$ cat src/rtl/seg_pkg.sv
// Shared constants, segment decode and FSM encoding for the seven-segment scan decoder.
package seg_pkg;

    localparam int unsigned NUM_DIGITS = 8;
    localparam int unsigned NIB_W      = 4;
    localparam int unsigned SEG_W      = 7;

    // Active-low gfedcba cathode codes as driven by the scan driver
    localparam logic [6:0] SEG_0     = 7'h40;
    localparam logic [6:0] SEG_1     = 7'h79;
    localparam logic [6:0] SEG_2     = 7'h24;
    localparam logic [6:0] SEG_3     = 7'h30;
    localparam logic [6:0] SEG_4     = 7'h19;
    localparam logic [6:0] SEG_5     = 7'h12;
    localparam logic [6:0] SEG_6     = 7'h02;
    localparam logic [6:0] SEG_7     = 7'h78;
    localparam logic [6:0] SEG_8     = 7'h00;
    localparam logic [6:0] SEG_9     = 7'h10;
    localparam logic [6:0] SEG_A     = 7'h08;
    localparam logic [6:0] SEG_B     = 7'h03;
    localparam logic [6:0] SEG_C     = 7'h46;
    localparam logic [6:0] SEG_D     = 7'h21;
    localparam logic [6:0] SEG_E     = 7'h06;
    localparam logic [6:0] SEG_F     = 7'h0E;
    localparam logic [6:0] SEG_BLANK = 7'h7F;

    typedef enum logic {
        ST_UNLOCKED = 1'b0,
        ST_LOCKED   = 1'b1
    } seg_state_t;

    // Returns {valid, nibble}; valid=0 for blank and for any unknown pattern
    function automatic logic [4:0] seg_decode(input logic [6:0] seg);
        case (seg)
            SEG_0:   return {1'b1, 4'h0};
            SEG_1:   return {1'b1, 4'h1};
            SEG_2:   return {1'b1, 4'h2};
            SEG_3:   return {1'b1, 4'h3};
            SEG_4:   return {1'b1, 4'h4};
            SEG_5:   return {1'b1, 4'h5};
            SEG_6:   return {1'b1, 4'h6};
            SEG_7:   return {1'b1, 4'h7};
            SEG_8:   return {1'b1, 4'h8};
            SEG_9:   return {1'b1, 4'h9};
            SEG_A:   return {1'b1, 4'hA};
            SEG_B:   return {1'b1, 4'hB};
            SEG_C:   return {1'b1, 4'hC};
            SEG_D:   return {1'b1, 4'hD};
            SEG_E:   return {1'b1, 4'hE};
            SEG_F:   return {1'b1, 4'hF};
            default: return 5'b0_0000;
        endcase
    endfunction

endpackage

$ cat src/rtl/seg_scan_decoder_if.sv
// Display-pin inputs and decoded-word outputs of the scan decoder.
interface seg_scan_decoder_if;
    import seg_pkg::*;

    logic [NUM_DIGITS-1:0]       anodes;
    logic [7:0]                  cnodes;
    logic [NUM_DIGITS*NIB_W-1:0] data;
    logic [NUM_DIGITS-1:0]       dp_mask;
    logic                        frame_valid;
    logic                        data_changed;
    logic                        locked;
    logic                        err_seg;
    logic                        err_anode;
    logic                        timeout;

    // Side that drives the display pins and observes the decoded word
    modport master (
        output anodes, cnodes,
        input  data, dp_mask, frame_valid, data_changed, locked, err_seg, err_anode, timeout
    );

    // Decoder side
    modport slave (
        input  anodes, cnodes,
        output data, dp_mask, frame_valid, data_changed, locked, err_seg, err_anode, timeout
    );
endinterface

$ cat src/rtl/seg_slot_filter.sv
// Debounces the {anodes,cnodes} sample and strobes once per stable slot.
module seg_slot_filter #(
    parameter int unsigned SETTLE = 4
) (
    input  logic       clk,
    input  logic       rst,
    input  logic [7:0] anodes,
    input  logic [7:0] cnodes,
    output logic       accept_c,
    output logic [7:0] held_anodes,
    output logic [7:0] held_cnodes
);
    localparam int unsigned CNT_W = $clog2(SETTLE + 1);

    logic [15:0]      held;
    logic [CNT_W-1:0] cnt;
    logic             same_c;

    assign same_c      = ({anodes, cnodes} == held);
    assign accept_c    = same_c && (cnt == CNT_W'(SETTLE - 1));
    assign held_anodes = held[15:8];
    assign held_cnodes = held[7:0];

    // Reload on change, otherwise count identical samples up to SETTLE
    always_ff @(posedge clk or posedge rst) begin
        if (rst) begin
            held <= 16'hFFFF;
            cnt  <= '0;
        end else if (!same_c) begin
            held <= {anodes, cnodes};
            cnt  <= CNT_W'(1);
        end else if (cnt < CNT_W'(SETTLE)) begin
            cnt  <= cnt + CNT_W'(1);
        end
    end
endmodule

$ cat src/rtl/seg_scan_decoder.sv
// Reassembles the multiplexed seven-segment scan back into a 32-bit word.
module seg_scan_decoder
    import seg_pkg::*;
#(
    parameter int unsigned SETTLE  = 4,
    parameter int unsigned TIMEOUT = 65536
) (
    input  logic                clk,
    input  logic                rst,
    seg_scan_decoder_if.slave   bus
);
    localparam int unsigned IDLE_W = $clog2(TIMEOUT + 1);

    logic                             accept_c;
    logic [7:0]                       held_an;
    logic [7:0]                       held_cn;

    logic [NUM_DIGITS-1:0][NIB_W-1:0] shadow, shadow_nxt;
    logic [NUM_DIGITS-1:0]            shadow_dp, shadow_dp_nxt;
    logic [NUM_DIGITS-1:0]            seen, seen_nxt;
    logic [NUM_DIGITS-1:0][NIB_W-1:0] data_q;
    logic [NUM_DIGITS-1:0]            dp_q;
    logic                             frame_valid_q, data_changed_q;
    logic                             err_seg_q, err_anode_q, timeout_q;
    logic [IDLE_W-1:0]                idle;
    seg_state_t                       state;

    logic [7:0] an_low;
    logic [2:0] idx;
    logic [4:0] dec;
    logic       slot_valid_c, seg_err_c, an_err_c, frame_done_c, idle_hit_c;

    seg_slot_filter #(.SETTLE(SETTLE)) u_filter (
        .clk         (clk),
        .rst         (rst),
        .anodes      (bus.anodes),
        .cnodes      (bus.cnodes),
        .accept_c    (accept_c),
        .held_anodes (held_an),
        .held_cnodes (held_cn)
    );

    // Classify the accepted slot and form the shadow contents it would produce
    always_comb begin
        an_low        = ~held_an;
        idx           = 3'd0;
        for (int i = 0; i < int'(NUM_DIGITS); i++) begin
            if (an_low[i]) idx = 3'(i);
        end
        dec           = seg_decode(held_cn[6:0]);
        slot_valid_c  = accept_c && $onehot(an_low) && dec[4];
        seg_err_c     = accept_c && $onehot(an_low) && !dec[4] && (held_cn[6:0] != SEG_BLANK);
        an_err_c      = accept_c && (an_low != 8'h00) && !$onehot(an_low);
        shadow_nxt    = shadow;
        shadow_dp_nxt = shadow_dp;
        seen_nxt      = seen;
        shadow_nxt[idx]    = dec[3:0];
        shadow_dp_nxt[idx] = ~held_cn[7];
        seen_nxt[idx]      = 1'b1;
        frame_done_c  = slot_valid_c && (seen_nxt == 8'hFF);
        idle_hit_c    = !slot_valid_c && (idle == IDLE_W'(TIMEOUT - 1));
    end

    // Shadow capture, frame commit, lock FSM and idle timeout
    always_ff @(posedge clk or posedge rst) begin
        if (rst) begin
            shadow         <= '0;
            shadow_dp      <= '0;
            seen           <= '0;
            data_q         <= '0;
            dp_q           <= '0;
            frame_valid_q  <= 1'b0;
            data_changed_q <= 1'b0;
            err_seg_q      <= 1'b0;
            err_anode_q    <= 1'b0;
            timeout_q      <= 1'b0;
            idle           <= '0;
            state          <= ST_UNLOCKED;
        end else begin
            frame_valid_q  <= 1'b0;
            data_changed_q <= 1'b0;
            timeout_q      <= 1'b0;
            err_seg_q      <= seg_err_c;
            err_anode_q    <= an_err_c;
            if (slot_valid_c) begin
                shadow    <= shadow_nxt;
                shadow_dp <= shadow_dp_nxt;
                idle      <= '0;
                if (frame_done_c) begin
                    data_q         <= shadow_nxt;
                    dp_q           <= shadow_dp_nxt;
                    frame_valid_q  <= 1'b1;
                    data_changed_q <= (shadow_nxt != data_q);
                    seen           <= '0;
                    state          <= ST_LOCKED;
                end else begin
                    seen <= seen_nxt;
                end
            end else begin
                if (idle != IDLE_W'(TIMEOUT)) idle <= idle + IDLE_W'(1);
                if (idle_hit_c) begin
                    timeout_q <= 1'b1;
                    seen      <= '0;
                    state     <= ST_UNLOCKED;
                end
            end
        end
    end

    assign bus.data         = data_q;
    assign bus.dp_mask      = dp_q;
    assign bus.frame_valid  = frame_valid_q;
    assign bus.data_changed = data_changed_q;
    assign bus.locked       = (state == ST_LOCKED);
    assign bus.err_seg      = err_seg_q;
    assign bus.err_anode    = err_anode_q;
    assign bus.timeout      = timeout_q;
endmodule

$ cat src/flat_wrapper.sv
// flat-port wrapper written by rule: the top's interface ports become plain ports
module seg_scan_decoder_flat import seg_pkg::*;
#(
    parameter int unsigned SETTLE  = 4,
    parameter int unsigned TIMEOUT = 65536
)
  (clk, rst, bus_anodes, bus_cnodes, bus_data, bus_dp_mask, bus_frame_valid, bus_data_changed, bus_locked, bus_err_seg, bus_err_anode, bus_timeout);
  seg_scan_decoder_if bus_i ();
  input  logic clk;
  input  logic rst;
  input wire logic [$bits(bus_i.anodes)-1:0] bus_anodes;
  input wire logic [$bits(bus_i.cnodes)-1:0] bus_cnodes;
  output wire logic [$bits(bus_i.data)-1:0] bus_data;
  output wire logic [$bits(bus_i.dp_mask)-1:0] bus_dp_mask;
  output wire logic [$bits(bus_i.frame_valid)-1:0] bus_frame_valid;
  output wire logic [$bits(bus_i.data_changed)-1:0] bus_data_changed;
  output wire logic [$bits(bus_i.locked)-1:0] bus_locked;
  output wire logic [$bits(bus_i.err_seg)-1:0] bus_err_seg;
  output wire logic [$bits(bus_i.err_anode)-1:0] bus_err_anode;
  output wire logic [$bits(bus_i.timeout)-1:0] bus_timeout;
  assign bus_i.anodes = bus_anodes;
  assign bus_i.cnodes = bus_cnodes;
  assign bus_data = bus_i.data;
  assign bus_dp_mask = bus_i.dp_mask;
  assign bus_frame_valid = bus_i.frame_valid;
  assign bus_data_changed = bus_i.data_changed;
  assign bus_locked = bus_i.locked;
  assign bus_err_seg = bus_i.err_seg;
  assign bus_err_anode = bus_i.err_anode;
  assign bus_timeout = bus_i.timeout;
  seg_scan_decoder #(.SETTLE(SETTLE), .TIMEOUT(TIMEOUT)) u_core (.clk(clk), .rst(rst), .bus(bus_i));
endmodule
$ cat config.mk
export PLATFORM = sky130hd
export DESIGN_NAME = seg_scan_decoder_flat
export DESIGN_NICKNAME = d
export VERILOG_FILES = /design/src/rtl/seg_pkg.sv /design/src/rtl/seg_scan_decoder_if.sv /design/src/rtl/seg_slot_filter.sv /design/src/rtl/seg_scan_decoder.sv /design/src/flat_wrapper.sv
export SDC_FILE = /design/constraint.sdc
export NUM_CORES = 1
export LEC_CHECK = 0
export BUFFER_PORTS_ARGS = -buffer_cell sky130_fd_sc_hd__buf_2
export CAP_MARGIN = 20
export CORE_MARGIN = 5
export CORE_UTILIZATION = 50
export CTS_CLUSTER_DIAMETER = 80
export DETAILED_ROUTE_END_ITERATION = 10
export PLACE_DENSITY = 0.7
export SLEW_MARGIN = 20
export SYNTH_ARGS = -nofsm -noshare
export SYNTH_HDL_FRONTEND = slang
export SYNTH_SLANG_ARGS = --single-unit
export TNS_END_PERCENT = 30
$ cat constraint.sdc
create_clock -name clk -period 6.2 [get_ports clk]
set_clock_uncertainty 0.1 [all_clocks]
set_input_delay 1.24 -clock clk [delete_from_list [all_inputs] [get_ports clk]]
set_output_delay 1.24 -clock clk [all_outputs]
set_load 0.02 [all_outputs]
Word-level counts from Yosys, hierarchy flattened
Index checks and enable logic that the tools add are counted.
{"block": "op_classes", "reduce_logical": 19, "eq_ne": 25, "add_sub_neg": 9, "bitwise": 3, "muxes": 30, "order_cmp": 3}
{"operator": "one-hot mux 5 bit (16 select lines)", "n": 1}
{"operator": "2-to-1 mux 17 bit", "n": 2}
{"operator": "bitwise mux 32 bit", "n": 1}
{"operator": "inequality test 32 bit", "n": 1}
{"operator": "== test 7 bit (second input constant)", "n": 4}
{"operator": "2-to-1 mux 3 bit", "n": 8}
{"operator": "2-to-1 mux 8 bit", "n": 3}
{"operator": "== test 7 x 5 -> 1 bit (second input constant)", "n": 3}
{"operator": "== test 7 x 6 -> 1 bit (second input constant)", "n": 3}
{"operator": "adder 17 x 1 -> 17 bit (second input constant)", "n": 1}
{"operator": "== test 17 x 16 -> 1 bit (second input constant)", "n": 1}
{"operator": "inequality test 17 bit (second input constant)", "n": 1}
{"operator": "== test 16 bit", "n": 1}
{"operator": "== test 7 x 2 -> 1 bit (second input constant)", "n": 2}
{"operator": "== test 7 x 4 -> 1 bit (second input constant)", "n": 2}
{"operator": "adder 4 bit", "n": 3}
{"operator": "demux 4 bit (select 3 bit)", "n": 1}
{"operator": "2-to-1 mux 1 bit", "n": 11}
{"operator": "logical AND 1 bit", "n": 10}
{"operator": "adder 1 x 1 -> 2 bit", "n": 4}
{"operator": "bitwise mux 8 bit", "n": 1}
{"operator": "== test 8 bit (second input constant)", "n": 1}
{"operator": "NOT 8 bit", "n": 1}
{"operator": "OR 8 bit", "n": 1}
{"operator": "18 further kinds", "n": 22}
{"block": "word_totals", "in_bits": 18, "out_inout_bits": 46, "wordCells": 117, "regBits": 130}

Depth between registers and ports, before layout
Gate-level depths: netlist (run 1).
{"block": "depth", "ltp_word": 17, "depth_mapped": 17, "mapped_depth_nobuf": 14}

By module
A second synthesis (run 1) with hierarchy kept.
{"block": "unflattened", "cells_unflattened": 765, "area_unflattened_um2": 7070.5}
{"module": "seg_scan_decoder", "instances": 1, "seq_area_each_um2": 2777.7, "cells_per_inst": 698, "area_per_inst_um2": 6252.2}
{"module": "seg_slot_filter", "instances": 1, "seq_area_each_um2": 495.5, "cells_per_inst": 67, "area_per_inst_um2": 818.3}

Least setup slack after synthesis (run 1)
No wires, ideal clock.
{"block": "synth_path", "path_kind": "flip-flop to flip-flop", "from": "register u_core.u_filter.held[14]", "to": "register u_core.shadow_dp[5]", "stages_incl_launch_ff": 17, "setup_ps": 128, "required_ps": 5972, "t_arrival_ps": 4047, "setup_slack_ps": 1925, "synth_period_minus_slack_ps": 4275, "path_buffers": 3, "path_cell_list": "dfstp_2 buf_2 inv_1 ha_1 fa_1 inv_1 fa_1 inv_1 ha_1 fa_1 nor4b_1 nand3_1 and2b_1 buf_2 and2_1 buf_2 mux2_1"}
{"block": "synth_via", "elab_chain_len": 8, "elab_cells_between_ends": 17, "cone_classes": "add/sub: 3; order compare: 2; eq/ne: 2; mux: 5; bitwise: 1; reduce/logical: 4"}
{"element": "start, declared", "line": "seg_slot_filter.sv:15", "source": "logic [15:0] held;"}
{"element": "start signal, assigned", "line": "seg_slot_filter.sv:30", "source": "held <= {anodes, cnodes};"}
{"element": "branches (longest 8 deep; another with adder 4 bit)"}
{"element": "end signal, assigned", "line": "seg_scan_decoder.sv:87", "source": "shadow_dp <= shadow_dp_nxt;"}
{"element": "end, declared", "line": "seg_scan_decoder.sv:19", "source": "logic [NUM_DIGITS-1:0] shadow_dp, shadow_dp_nxt;"}
Parallel ways; which one is timed is not known.
A chain may end at the register's enable or synchronous reset.

Worst setup path in the final report (run 1)
{"block": "layout_path", "from": "register u_core.u_filter.held[15]", "to": "register u_core.data_q (netlist bit u_core.bus.data[1])"}
{"block": "layout_via", "elab_chain_len": 10, "elab_cells_between_ends": 22, "cone_classes": "add/sub: 3; order compare: 2; eq/ne: 3; mux: 6; bitwise: 2; reduce/logical: 6"}
{"element": "branches (longest 10 deep; another with adder 4 bit)"}
{"element": "end signal, assigned", "line": "seg_scan_decoder.sv:90", "source": "data_q <= shadow_nxt;"}
{"element": "end, declared", "line": "seg_scan_decoder.sv:21", "source": "logic [NUM_DIGITS-1:0][NIB_W-1:0] data_q;"}
Parallel ways; which one is timed is not known.

==> results of run 1 <==
## worst reg2reg max path, stage by stage (launching register included)
cell and delay [ns]:
dfstp_2 0.65, inv_1 0.09, ha_1 0.22, fa_1 0.54
inv_1 0.05, fa_1 0.53, inv_1 0.04, ha_1 0.19
fa_1 0.43, nor4b_1 0.35, nand3_1 0.19, and2b_1 0.58
nand2b_2 0.10, buf_4 0.37, o31ai_1 0.36
## cells by family after synthesis
logic type                 count (synthesis)
AOI/OAI and AO/OA                        138
xor gates and xnor gates                  78
muxes                                     56
adders and majority gates                 20
and+or+nand+nor                          219
DFF                                      130
buffers and inverters                     92
## sequential cells by signal, indices dropped and copies added, names as in the netlist, 3 cells and up
signal                flops
u_core.bus.data          32
u_core.bus.dp_mask        8
u_core.idle              17
u_core.seen               8
u_core.shadow            32
u_core.shadow_dp          8
u_core.u_filter.cnt       3
u_core.u_filter.held     16
## worst max path at each step
stage	end	slack, ns	cells after the start
floorplan	u_core.bus.data[0]$_DFFE_PP0P_	1.42	1
global placement	u_core.bus.data[1]$_DFFE_PP0P_	1.49	14
detailed placement	u_core.bus.data[1]$_DFFE_PP0P_	1.35	14
CTS	u_core.bus.data[1]$_DFFE_PP0P_	1.30	14
global route	u_core.bus.data[1]$_DFFE_PP0P_	1.12	14
finish	u_core.bus.data[1]$_DFFE_PP0P_	1.30	14
## area by class of cell
cell class,count,area (µm²)
fillers,1271,6340
flip-flops and latches,130,3270
multi-input cells,511,3630
repair buffers,70,368
clock inverters,11,63.8
inverters,29,111
well taps,184,230
clock buffers,21,460
## routing by layer
layer  share of wire  GRT usage  vias up
li1                -          -     2575
met1            0.46      0.271     2631
met2            0.48      0.332      110
met3           0.045     0.0454       20
met4           0.015     0.0780        0
met5               0          0        -
## metrics by stage
stage                     total power [mW]  setup slack [ns]  cells  cell area [µm²]
after CTS                             1.90              1.30    956             8140
after global routing                  1.96              1.12    956             8140
after floorplan                      0.982              1.42    733             7330
after global placement                1.01              1.49    924             7620
final                                 1.89              1.30    956             8140
after detailed placement              1.01              1.35    924             7620
## cell usage after synthesis, drive strengths merged (3+ instances only)
master,number
a211oi,5
a21oi,24
a22o,8
a22oi,3
a31oi,3
and2,11
and3,5
buf,38
clkbuf,25
dfrtp,114
dfstp,16
fa,4
ha,15
inv,29
mux2,29
mux2i,27
nand2,68
nand2b,8
nand3,16
nand3b,5
nand4,10
nor2,53
nor2b,6
nor3,7
nor3b,3
nor4,8
nor4b,3
o21ai,59
o221ai,3
o22ai,4
or3b,3
xnor2,49
xor2,29
## report_power, final
part	leakage, nW	switching [mW]	internal, mW	total, mW
clock	0.262	0.363	0.525	0.888
combinational	1.74	0.0766	0.0463	0.123
sequential	1.74	0.0175	0.859	0.877
total	3.74	0.457	1.43	1.89
==> metrics, run 1 <==
Total Routing Usage GR=0.206; Post-Route WL=16800 µm; CTS Buffer Depth=2; CTS clk-pin slew, worst paths=0.05 ns; CP Cell Sequence=inv_1, ha_1, fa_1, inv_1, fa_1, inv_1, ha_1, fa_1, nor4b_1, nand3_1, and2b_1, nand2b_2, buf_4, o31ai_1; FF-to-FF path depth=14; Post-CTS Setup Repair Bufs=0; layout cells sized above 1=0.189; Die Ht=131 µm; Synth Flop Type=dfrtp_1; reg2reg start=u_core.u_filter.held[15]$_DFFE_PP1P_; count of nets after finishing=796; Syn Inst Count=733; XOR/XNOR share of the synthesized area=0.0932; f_max=0.204 GHz; Required @ worst endpoint=6.41 ns; first-pass GRT wire length=27400 µm; Max-Cap Viols=0; initial antenna violation count=0; Post-Synth Adder-Cell Area=0.0379; worst flop-to-flop path endpoint=u_core.bus.data[1]$_DFFE_PP0P_; Cell Area, Synth=0.00733 mm²; DRC=0; Initial DRC Count=299; HPWL Detailed=11600 µm; Synth area leader=dfrtp_1; Worst-Margin Slew=0.907 ns; hold_ws=0.384 ns; fin crit period=4.90 ns; Hold Path Origin=u_core.bus.dp_mask[5]$_DFFE_PP0P_; Detail Route Antenna Nets=0; Final GP Congestion=0.843; gr ovfl total=0; CP max stage cell=dfstp_2; register bit count reported by yosys=130; Starting Density=0.506; Placeable Area=0.0145 mm²; Reg2Reg Setup Slack=1.30 ns; Post-CTS Resized=0; final setup violation count=0; delay-heaviest family, CP=adder cells; 1st-pass router iterations=4; row cnt=44; number of synthesized flops with an enable pin=0; antenna fix cells=0; Post-Syn Nets=770; Crit. End Element=flop; top-area cell type share of the netlist area=0.389; Synth area leaders=dfrtp_1 39%, xnor2_1 5.9%, dfstp_2 5.7%; Final Core Density=0.562; commonest cells after routing, fill and taps aside=114 x dfrtp_1, 67 x nand2_1, 63 x buf_2; input/output buffers=63; Synth Area in Simple Gates=0.153; largest family of logic cells by synthesized area=simple AND/OR/NAND/NOR gates; critical path launch point type=flop; H-tree Lvls=4; status=complete, no violations; Setup Crit Path Kind=reg2reg; TritonCTS clock tree=yes; # hold bufs at CTS=0; Die X=131 µm; pin count of the biggest net entering global routing=84; setup tns final=0 ns; final hold violation count=0; Vias=5336; CTS buffer count=17; fraction of registers with async set/reset=1.00; Ys Warns=0; hold path endpoint=u_core.bus.dp_mask[5]$_DFFE_PP0P_; drt wl/cell=17.6 µm; Clk Latency, worst-skew pair=0.41 ns; commonest non-fill, non-tap cell in the layout=dfrtp_1; Syn Area/Cell=10.0 µm²; fin. max-slew vios=0; Rel. slew slack=0.395; Clock Sinks=130; Lkg Pwr=3.74 nW; vias in the first global route=5421; vias per cell=5.58; RSZ-0062 raised after global routing=no; Setup crit start=u_core.u_filter.held[15]$_DFFE_PP1P_; HP Class=reg2reg; Synth cell types=89; Buf/Inv on CP=4; max incr delay on CP=0.65 ns; clock root buffer master=clkbuf_16; Max FO, Critical Path=83; pwr/cell area=232 mW/mm²; complex-gate fraction of the synthesized area=0.130; mux contribution to synthesized area=0.0814; hold path cells=2; final worst-path cycle share=0.790; die area=0.0172 mm²; register area share after synthesis=0.446; Critical Path AT=5.10 ns; Area Growth Syn to Fin=11.0%; VDD IR-drop max=0.171 mV; I/O pin total=64
(Power assumes the default switching activity.)
==> inputs of run 2 (changes only) <==
- ABC_AREA: not set -> 1
- clock period: 6.2 -> 4.6 ns (I/O delays scaled with it)
==> metrics, run 2 <==
f_max=0.234 GHz; most frequent cells after synthesis=340 x nand2_1, 126 x inv_1, 114 x dfrtp_1, 88 x nor2_1, 63 x nand3_1; Die Ht=131 µm; critical path launch point type=flop; Post-Route WL=17900 µm; Lkg Pwr=4.32 nW; Vias=6412; Rel. slew slack=0.472; Post-Syn Nets=1039; initial antenna violation count=0; Crit path top cell by count=inv_1; Cell Area, Synth=0.00734 mm²; combinational power share=0.061; final setup violation count=0; CP max stage cell=dfstp_2; CTS Buffer Depth=2; die area=0.0172 mm²; Max-Cap Viols=0; Synth area leaders=dfrtp_1 39%, nand2_1 17%, inv_1 6.4%; Clk pwr share=0.525; Ys Warns=0; final worst-path cycle share=0.928; Finished Cell Area=0.00841 mm²; 1st-pass router iterations=6; Reg2Reg Setup Slack=0.33 ns; FILL cells=1320; pwr/cell area=336 mW/mm²; Synth area leader=dfrtp_1; Clock Sinks=130; fin crit period=4.27 ns; Syn Inst Count=1002; Area Growth Syn to Fin=14.6%; input/output buffers=63; Synth cell types=36; fin. max-slew vios=0; CP Cell Sequence=inv_1, ha_1, fa_1, inv_1, fa_1, inv_1, ha_1, fa_1, nor4_2, inv_1, nor2_1, nand2_1, buf_4, inv_2, buf_12, nor2_1, a21oi_1; setup tns final=0 ns; switching part of the total power=0.231; final hold violation count=0; count leader, synth=nand2_1; H-tree Lvls=4; commonest cells after routing, fill and taps aside=340 x nand2_1, 124 x inv_1, 114 x dfrtp_1; number of synthesized flops with an enable pin=0; Worst-Margin Slew=0.792 ns; Flop pwr share=0.414; status=complete, no violations; first-pass GRT wire length=30300 µm; pin count of the biggest net entering global routing=86; Starting Density=0.507; gr ovfl total=0; vias in the first global route=6144; vias per cell=5.13; Buf/Inv on CP=7; Crit. End Element=flop; Clk Latency, worst-skew pair=0.42 ns; Total Routing Usage GR=0.214; row cnt=44; clock root buffer master=clkbuf_16; VDD IR-drop max=0.275 mV; max incr delay on CP=0.57 ns; layout cells sized above 1=0.145; Setup Crit Path Kind=reg2reg; Final GP Congestion=0.831; Critical Path AT=4.51 ns; Detail Route Antenna Nets=0; Synth Flop Type=dfrtp_1; TritonCTS clock tree=yes; register bit count reported by yosys=130; RSZ-0062 raised after global routing=no; commonest non-fill, non-tap cell in the layout=nand2_1; delay-heaviest family, CP=adder cells; fraction of registers with async set/reset=1.00; top-area cell type share of the netlist area=0.389; Placeable Area=0.0145 mm²; count of nets after finishing=1089; Required @ worst endpoint=4.84 ns; Max FO, Critical Path=50; antenna fix cells=0; DRC=0; Int Pwr=2.17 mW; area post-placement=0.00774 mm²; HP Class=reg2reg; Syn Area/Cell=7.32 µm²; CTS clk-pin slew, worst paths=0.06 ns; register area share after synthesis=0.446; Initial DRC Count=536; HPWL Detailed=12600 µm; # hold bufs at CTS=0; Die X=131 µm; I/O pin total=64; drt wl/cell=14.3 µm; CTS buffer count=17; P_sw=653 µW
run 2: cell types whose count changed in the layout (fill, tap and decap cells not counted), sizes merged, moves of 27 or more:
cell | previous run | this run
inv | 29 | 136
nand3 | 16 | 65
mux2 | 29 | 0
xnor2 | 49 | 17
nor2 | 53 | 95
mux2i | 27 | 0
nand2 | 68 | 343
run 2: power groups by stage:
stage,clock (mW),combinational (mW),sequential (mW)
2_1_floorplan,0,0.124,1.18
3_3_place_gp,0,0.166,1.19
3_5_place_dp,0,0.169,1.19
4_1_cts,1.50,0.170,1.17
5_1_grt,1.56,0.199,1.17
6_report,1.48,0.173,1.17
run 2: cell families (layout without fill, tap and decap cells):
logic type      after synthesis  after routing  share of synthesized area
simple gates                533            533                      0.302
buf+inv                     179            242                      0.102
flops                       130            130                      0.446
compound gates              120            120                     0.0890
xor+xnor                     21             21                     0.0251
fa+ha+maj                    19             19                     0.0365
run 2: area by class of cell:
| class | instances | area, µm² | share of cell area |
|---|---|---|---|
| Clock buffer | 18 | 429 | 0.0510 |
| Clock inverter | 14 | 210 | 0.0250 |
| Inverter | 135 | 512 | 0.0609 |
| Multi-Input combinational cell | 693 | 3320 | 0.395 |
| Sequential cell | 130 | 3270 | 0.389 |
| Tap cell | 184 | 230 | 0.0274 |
| Timing Repair Buffer | 75 | 430 | 0.0512 |
run 2: what timing repair did:
item,in CTS,in global routing
gates resized for setup,0,1
setup buffers,0,3
setup endpoints to repair,0,11
run 2: metal layers:
metal	global-route usage	wire, µm	vias to the layer above	part of all wire
met5	0.00278	0	-	0
met4	0.0577	290	0	0.016
met3	0.0535	947	30	0.053
met2	0.339	8390	175	0.47
met1	0.295	8250	2979	0.46
li1	-	-	3228	-
run 2: worst reg2reg max path: cells and delay by family, from the launching register on:
kind / cells / cell delay, ns
adders and majority gates: 5 / 1.86
buffers and inverters: 7 / 0.87
and+or+nand+nor: 4 / 0.65
DFF: 1 / 0.57
AOI/OAI and AO/OA: 1 / 0.13
run 2: per-stage QoR:
stage | util | power (mW) | setup WS [ns] | std cells | hold WS [ns]
4_1_cts | 0.579 | 2.84 | 0.232 | 1246 | 0.376
3_5_place_dp | 0.535 | 1.36 | 0.229 | 1214 | 0.354
5_1_grt | 0.581 | 2.93 | 0.0344 | 1249 | 0.396
2_1_floorplan | - | 1.31 | 0.137 | 1002 | 0.349
3_3_place_gp | 0.535 | 1.35 | 0.345 | 1214 | 0.358
6_report | 0.581 | 2.82 | 0.333 | 1249 | 0.373
run 2: path summary, 6_finish.rpt:
check,from,endpoint,cells after the start
worst max-delay path,u_core.u_filter.held[14]$_DFFE_PP1P_,u_core.bus.locked$_DFFE_PP0P_,17
worst min-delay path,u_core.bus.dp_mask[2]$_DFFE_PP0P_,u_core.bus.dp_mask[2]$_DFFE_PP0P_,2
worst max register to register,u_core.u_filter.held[14]$_DFFE_PP1P_,u_core.bus.locked$_DFFE_PP0P_,17
worst min register to register,u_core.bus.dp_mask[2]$_DFFE_PP0P_,u_core.bus.dp_mask[2]$_DFFE_PP0P_,2
max in group asynchronous,rst,u_core.bus.dp_mask[1]$_DFFE_PP0P_,3
min in group asynchronous,rst,u_core.seen[6]$_DFFE_PP0P_,2
